`src/rtl/hex_display_bank.sv`:
```
// hex_display_bank
// Multi-digit hexadecimal driver for active-low seven-segment displays.
// A packed value is accepted through a valid/ready handshake. The block decodes
// one digit per cycle into a staging bank, then commits the whole bank to the
// display register in a single cycle, so a partial update is never visible.
// An optional blink blanks the whole display on alternate half-periods.
//
// Ports:
//   clock       in   system clock, all state on rising edge
//   resetn      in   synchronous active-low reset
//   data_in     in   4*DIGITS packed value, nibble i -> digit i
//   load_valid  in   request to display data_in
//   load_ready  out  block can accept a load this cycle
//   blink_en    in   1 = blink whole display, 0 = steady
//   busy        out  decode/commit in progress
//   hex_out     out  7*DIGITS segments (active low), bits 7i+0..6 = a..g of digit i
//
// Build option: HEX_DISPLAY_BLANK_EN enables leading-zero blanking of digits >= 1.
//
// state  | meaning
// IDLE   | ready for a load, display steady
// DECODE | writing glyph of shadow nibble idx into staging slot idx
// COMMIT | copying staging bank to the display register
module hex_display_bank #(
  parameter int DIGITS    = 6,
  parameter int BLINK_DIV = 25000000
) (
  input  logic                  clock,
  input  logic                  resetn,
  input  logic [4*DIGITS-1:0]   data_in,
  input  logic                  load_valid,
  output logic                  load_ready,
  input  logic                  blink_en,
  output logic                  busy,
  output logic [7*DIGITS-1:0]   hex_out
);

  localparam int IDX_W = (DIGITS > 1) ? $clog2(DIGITS) : 1;
  localparam int CNT_W = $clog2(BLINK_DIV);
  localparam logic [6:0] BLANK = 7'h7F;

  typedef enum logic [1:0] {IDLE, DECODE, COMMIT} state_t;

  state_t                state_q, state_d;
  logic [4*DIGITS-1:0]   shadow_q, shadow_d;
  logic [IDX_W-1:0]      idx_q, idx_d;
  logic [7*DIGITS-1:0]   staging_q, staging_d;
  logic [7*DIGITS-1:0]   display_q, display_d;
  logic [CNT_W-1:0]      cnt_q, cnt_d;
  logic                  phase_q, phase_d;
  logic [3:0]            nib_sel;
  logic                  blank_sel;

  function automatic logic [6:0] glyph(input logic [3:0] n);
    case (n)
      4'h0: glyph = 7'h40;
      4'h1: glyph = 7'h79;
      4'h2: glyph = 7'h24;
      4'h3: glyph = 7'h30;
      4'h4: glyph = 7'h19;
      4'h5: glyph = 7'h12;
      4'h6: glyph = 7'h02;
      4'h7: glyph = 7'h78;
      4'h8: glyph = 7'h00;
      4'h9: glyph = 7'h10;
      4'hA: glyph = 7'h08;
      4'hB: glyph = 7'h03;
      4'hC: glyph = 7'h46;
      4'hD: glyph = 7'h21;
      4'hE: glyph = 7'h06;
      default: glyph = 7'h0E;
    endcase
  endfunction

`ifdef HEX_DISPLAY_BLANK_EN
  // zero_up[i]: nibble i and every higher nibble of shadow are zero.
  logic [DIGITS-1:0] zero_up;
  always_comb begin
    logic run;
    run = 1'b1;
    zero_up = '0;
    for (int i = DIGITS - 1; i >= 0; i--) begin
      run = run & (shadow_q[4*i +: 4] == 4'h0);
      zero_up[i] = run;
    end
  end
`endif

  // Nibble and blank decision for the slot currently being decoded.
  always_comb begin
    nib_sel   = '0;
    blank_sel = 1'b0;
    for (int i = 0; i < DIGITS; i++) begin
      if (idx_q == IDX_W'(i)) begin
        nib_sel = shadow_q[4*i +: 4];
`ifdef HEX_DISPLAY_BLANK_EN
        blank_sel = (i != 0) && zero_up[i];
`endif
      end
    end
  end

  always_comb begin
    state_d   = state_q;
    shadow_d  = shadow_q;
    idx_d     = idx_q;
    staging_d = staging_q;
    display_d = display_q;
    case (state_q)
      IDLE: begin
        if (load_valid) begin
          shadow_d = data_in;
          idx_d    = '0;
          state_d  = DECODE;
        end
      end
      DECODE: begin
        for (int i = 0; i < DIGITS; i++) begin
          if (idx_q == IDX_W'(i)) begin
            staging_d[7*i +: 7] = blank_sel ? BLANK : glyph(nib_sel);
          end
        end
        if (idx_q == IDX_W'(DIGITS - 1)) begin
          idx_d   = '0;
          state_d = COMMIT;
        end else begin
          idx_d = idx_q + 1'b1;
        end
      end
      COMMIT: begin
        display_d = staging_q;
        state_d   = IDLE;
      end
      default: state_d = IDLE;
    endcase
  end

  // Blink runs independently of the FSM.
  always_comb begin
    cnt_d   = '0;
    phase_d = 1'b0;
    if (blink_en) begin
      if (cnt_q == CNT_W'(BLINK_DIV - 1)) begin
        cnt_d   = '0;
        phase_d = ~phase_q;
      end else begin
        cnt_d   = cnt_q + 1'b1;
        phase_d = phase_q;
      end
    end
  end

  always_ff @(posedge clock) begin
    if (!resetn) begin
      state_q   <= IDLE;
      shadow_q  <= '0;
      idx_q     <= '0;
      staging_q <= {DIGITS{BLANK}};
      display_q <= {DIGITS{BLANK}};
      cnt_q     <= '0;
      phase_q   <= 1'b0;
    end else begin
      state_q   <= state_d;
      shadow_q  <= shadow_d;
      idx_q     <= idx_d;
      staging_q <= staging_d;
      display_q <= display_d;
      cnt_q     <= cnt_d;
      phase_q   <= phase_d;
    end
  end

  assign load_ready = (state_q == IDLE);
  assign busy       = (state_q != IDLE);
  assign hex_out    = phase_q ? '1 : display_q;

endmodule

```
`config.mk`:
```
export PLATFORM = sky130hd
export DESIGN_NAME = hex_display_bank
export DESIGN_NICKNAME = d
export VERILOG_FILES = /design/src/rtl/hex_display_bank.sv
export SDC_FILE = /design/constraint.sdc
export NUM_CORES = 1
export LEC_CHECK = 0
export CAP_MARGIN = 15
export CORE_MARGIN = 8
export CORE_UTILIZATION = 25
export DETAILED_ROUTE_END_ITERATION = 16
export SETUP_SLACK_MARGIN = 0.15
export SLEW_MARGIN = 20
export SYNTH_ARGS = -nofsm -noshare
export SYNTH_HDL_FRONTEND = slang
export SYNTH_SLANG_ARGS = --single-unit
```
`constraint.sdc`:
```
create_clock -name clock -period 3.1 [get_ports clock]
set_input_delay 0.62 -clock clock [delete_from_list [all_inputs] [get_ports clock]]
set_output_delay 0.62 -clock clock [all_outputs]
set_load 0.02 [all_outputs]
```
==> impl_metrics.json, run 1 <==
{
  "cp_slowest_cell": "a211oi_4",
  "status": "finished clean",
  "final.setup.tns_ns": 0,
  "die_y_um": 174,
  "yosysUniqueCellTypes": 58,
  "place_congestion": 0.939,
  "powerDensity_nw_per_um2": 521,
  "drive_above_1_share": 0.142,
  "dr_total_vias": 5234,
  "insertion_delay_ns": 0.41,
  "leakagePower_uw": 0.00294,
  "worst_slew_pin_slew_ns": 0.812,
  "ctsHoldBuffers": 0,
  "antenna_found_initial": 0,
  "power.total_uw": 4120,
  "totalWireLength_um": 15500,
  "max_freq_mhz": 369,
  "critical_path_arrival_ns": 3.00,
  "synth_edf_count": 0,
  "synth_seq_area_share": 0.445,
  "cts.path.max_buffers": 2,
  "fin_skew_ns": 0.0102,
  "hpwl_um": 11000,
  "min_path_type": "register to register",
  "grt_pass1_wl_um": 26100,
  "area_growth_syn_to_layout_pct": 26.3,
  "core_um2": 24900,
  "hold_violations": 0,
  "final_common_cell": "nand2_1",
  "critical_path_class": "register to register",
  "cts.htree.levels": 4,
  "worstPathCellList": "buf_4 -> or2_1 -> o21a_1 -> a221oi_2 -> inv_1 -> ha_1 -> nand2_1 -> nor2_1 -> a211oi_4 -> a31oi_1",
  "rows": 58,
  "max_stage_delay_ns": 0.40,
  "clk_pin_slew_worst_paths_ns": 0.06,
  "fin_crit_ns": 2.71,
  "grt_pass1_vias": 5163,
  "wire_per_inst_um": 13.4,
  "die_x_um": 174,
  "fillers": 2653,
  "cts_inserted_buffers": 17,
  "io_pins": 72,
  "worstRegToRegCells": 10,
  "synthCells": 753,
  "synth_ff_type": "dfxtp_1",
  "end_kind": "register",
  "maxSlewViolCount": 0,
  "root_buffer": "clkbuf_16",
  "start_kind": "register",
  "drtPass1Iterations": 6,
  "ys_ff_latch": 139,
  "cts_tree": "yes",
  "fin_nets": 848,
  "dieArea_um2": 30300,
  "rsz0062_at_grt": "false",
  "clock_sinks": 139,
  "drcViolationCount": 0,
  "netlist_area_um2": 6250,
  "maxCapViolCount": 0,
  "post_synth.cell_area_avg_um2": 8.30,
  "initial_core_util": 0.251,
  "gr-total-overflow": 0,
  "slew_headroom": 0.457,
  "required_ns": 3.39,
  "crit_fanout": 18,
  "multi_input_area_um2": 3230,
  "cts-resized-gates": 0,
  "io_buffers": 71,
  "mostFrequentLayoutCells": "174 x nand2_1, 139 x dfxtp_1, 70 x clkdlybuf4s50_1",
  "viasPerCell": 4.53,
  "fin_util": 0.317,
  "drt-initial-drc-count": 396,
  "regArea_um2": 2780,
  "setup_viol": 0,
  "post_cts_buffers": 0,
  "postRouteAntennaNets": 0,
  "ir_worst_vdd_mv": 0.260,
  "grtUsageTotal": 0.104,
  "syn-num-nets": 789,
  "holdPathStages": 2,
  "synth_warnings": 0,
  "post-route-period-util": 0.875,
  "async_flop_share": 0,
  "n_antenna_cell": 0,
  "grt_max_degree": 66
}
through the flow:
step	instances	hold slack, ns	area, um^2	setup slack (ns)
global placement	1123	0.443	7340	0.370
finish	1155	0.455	7890	0.388
detailed placement	1123	0.446	7340	0.273
floorplan	753	0.432	6260	0.250
CTS	1155	0.462	7880	0.267
global route	1155	0.481	7890	0.246
power by group:
| part | internal, uW | total (uW) | switching [uW] |
|---|---|---|---|
| Clock | 1040 | 1840 | 808 |
| Sequential | 1830 | 1850 | 24.0 |
| Combinational | 163 | 423 | 260 |
| Total | 3020 | 4120 | 1090 |
area by class of cell:
class,instances,share of cell area
Multi-Input combinational cell,550,0.409
Timing Repair Buffer,93,0.112
Clock buffer,18,0.0544
Tap cell,330,0.0523
Inverter,11,0.00523
Sequential cell,139,0.353
Clock inverter,14,0.0141
synth_stat cells (all sizes together), types with 5 or more instances:
cell    number  area share
nand2      174        0.10
dfxtp      139        0.45
nand3       54       0.044
clkbuf      44       0.026
or2         44       0.044
nor2        41       0.025
a21boi      30       0.036
nor3b       25       0.031
a31oi       24       0.024
xor2        17       0.024
o221ai      12       0.017
inv         11      0.0066
a21oi        9      0.0072
buf          9      0.0094
nor2b        9      0.0090
o211ai       9       0.011
ha           8       0.016
nor3         8      0.0064
xnor2        7      0.0098
a32oi        6      0.0084
nand2b       6      0.0060
o21ai        6      0.0048
o21a         5      0.0060
flip-flops by register name, summed over array words and instances, names as in the netlist:
signal	count
display_q	42
staging_q	42
cnt_q	25
shadow_q	24
idx_q	3
state_q	2
phase_q	1
routing by layer:
metal | global-route usage | share of wire
met3 | 0.0282 | 0.042
met1 | 0.140 | 0.51
met4 | 0.0299 | 0.012
met5 | 0 | 0
met2 | 0.161 | 0.44
worst max-delay path, delay by kind of cell (launching register included):
kind / cells / cell delay (ns)
buf+inv: 2 / 0.34
flops: 1 / 0.30
compound gates: 4 / 1.04
simple gates: 3 / 0.57
fa+ha+maj: 1 / 0.33
kinds of logic after synthesis:
| kind of cell | after synthesis | share of synthesized area |
|---|---|---|
| buffers and inverters | 64 | 0.0424 |
| DFF | 139 | 0.445 |
| AOI/OAI and AO/OA | 125 | 0.154 |
| adders and majority gates | 8 | 0.0160 |
| xor gates and xnor gates | 24 | 0.0336 |
| and+or+nand+nor | 393 | 0.309 |
final timing paths:
| kind | startpoint | slack (ns) | endpoint |
|---|---|---|---|
| setup / recovery | idx_q[0] | 0.39 | staging_q[6] |
| hold / removal | display_q[7] | 0.46 | display_q[7] |
| setup reg to reg | idx_q[0] | 0.39 | staging_q[6] |
| hold reg to reg | display_q[7] | 0.46 | display_q[7] |
Power figures use the tool's default switching activity.
==> run 2: changes to the inputs <==
Settings changed: CORE_MARGIN 8 to 3.
Clock period 3.1 ns to 2.51 ns, I/O delays scaled along.
==> impl_metrics.json, run 2 (synthesized netlist as in run 1, its figures left out) <==
{
  "slew_headroom": 0.629,
  "hold_violations": 0,
  "root_buffer": "clkbuf_16",
  "core_um2": 24500,
  "area_growth_syn_to_layout_pct": 35.4,
  "ctsHoldBuffers": 0,
  "worst_slew_pin_slew_ns": 0.555,
  "n_antenna_cell": 0,
  "fillers": 2560,
  "leakagePower_uw": 0.00312,
  "io_pins": 72,
  "dr_total_vias": 5308,
  "drcViolationCount": 0,
  "wire_per_inst_um": 13.8,
  "grtUsageTotal": 0.123,
  "critical_path_class": "register to register",
  "reg_top3": "display_q x42, staging_q x42, cnt_q x25",
  "crit_fanout": 9,
  "totalWireLength_um": 16200,
  "initial_core_util": 0.255,
  "insertion_delay_ns": 0.42,
  "cts_tree": "yes",
  "dieArea_um2": 26900,
  "fin_crit_ns": 2.31,
  "holdWs_ns": 0.389,
  "postRouteAntennaNets": 0,
  "io_buffers": 71,
  "drtPass1Iterations": 5,
  "drive_above_1_share": 0.207,
  "cts.htree.levels": 4,
  "ir_worst_vdd_mv": 0.366,
  "critical_path_arrival_ns": 2.66,
  "fin_skew_ns": 0.0112,
  "power.total_uw": 5480,
  "max_freq_mhz": 433,
  "place_congestion": 0.830,
  "drt-initial-drc-count": 325,
  "cts_inserted_buffers": 17,
  "rrSetupSlack_ns": 0.20,
  "rsz0062_at_grt": "true",
  "grt_max_degree": 54,
  "fin_nets": 873,
  "post-route-period-util": 0.921,
  "grt_pass1_vias": 5216,
  "hpwl_um": 11300,
  "mostFrequentLayoutCells": "173 x nand2_1, 135 x dfxtp_1, 53 x nand3_1",
  "min_path_type": "input port to register",
  "viasPerCell": 4.52,
  "powerDensity_nw_per_um2": 648,
  "gr-total-overflow": 0,
  "final_common_cell": "nand2_1",
  "end_kind": "register",
  "setup_viol": 0,
  "maxSlewViolCount": 0,
  "required_ns": 2.86,
  "final.setup.tns_ns": 0,
  "clock_sinks": 139,
  "status": "finished clean",
  "rows": 57,
  "antenna_found_initial": 0,
  "die_x_um": 164,
  "start_kind": "register",
  "maxCapViolCount": 0,
  "die_y_um": 164,
  "cts.path.max_buffers": 2,
  "grt_pass1_wl_um": 26700,
  "clk_pin_slew_worst_paths_ns": 0.07
}
## run 2: cell types whose count changed in the layout (fill, tap and decap cells not counted), sizes merged
cell / before / now
inv: 16 / 21
clkinvlp: 5 / 0
dlymetal6s2s: 0 / 37
bufinv: 0 / 1
buf: 23 / 48
dlygate4sd2: 0 / 1
clkbuf: 18 / 17
clkdlybuf4s50: 70 / 32
## run 2: worst max-delay path: stages (launching register included)
cell,delay (ns)
dfxtp_4,0.36
buf_6,0.13
or3b_2,0.45
o211ai_1,0.15
a221oi_4,0.13
ha_1,0.23
a211o_1,0.27
o211ai_1,0.12
a22oi_2,0.09
buf_6,0.15
a31oi_1,0.15
## run 2: metrics by stage
| step | cells | utilization | area [um^2] | setup WS [ns] |
|---|---|---|---|---|
| global placement | 1133 | 0.308 | 7540 | 0.00641 |
| floorplan | 753 | - | 6370 | 0.151 |
| finish | 1174 | 0.346 | 8460 | 0.198 |
| detailed placement | 1133 | 0.308 | 7540 | -0.0554 |
| global route | 1174 | 0.346 | 8460 | 0.0638 |
| CTS | 1170 | 0.338 | 8260 | 0.142 |
## run 2: worst paths after layout
| check | depth (start not counted) | end | start |
|---|---|---|---|
| max | 10 | staging_q[12] | idx_q[1] |
| min | 2 | display_q[23] | resetn |
| max reg2reg | 10 | staging_q[12] | idx_q[1] |
| min reg2reg | 2 | display_q[6] | display_q[6] |
## run 2: power by group
| group | internal (uW) | leakage (uW) | switching [uW] |
|---|---|---|---|
| clock network | 1430 | 0.000296 | 1110 |
| logic | 283 | 0.00169 | 375 |
| registers | 2250 | 0.00113 | 34.7 |
## run 2: area by class of cell
class / count / area [um^2] / share of cell area
inverter: 11 / 41.3 / 0.00488
clock inverter: 15 / 173 / 0.0204
sequential: 139 / 2790 / 0.330
multi-input combinational: 550 / 3430 / 0.406
clock buffer: 17 / 425 / 0.0503
timing repair buffer: 118 / 1190 / 0.141
tap: 324 / 405 / 0.0479
## run 2: metal layers
| layer | up-vias | track usage | wire (um) |
|---|---|---|---|
| met4 | 0 | 0.0419 | 182 |
| li1 | 2765 | - | - |
| met1 | 2442 | 0.167 | 7980 |
| met5 | - | 0 | 0 |
| met3 | 13 | 0.0308 | 685 |
| met2 | 88 | 0.191 | 7310 |
## run 2: timing repair
item,4_1_cts,5_1_grt
setup buffers,5,4
pin swaps,6,14
setup endpoints to repair,76,79
resized for setup,20,57
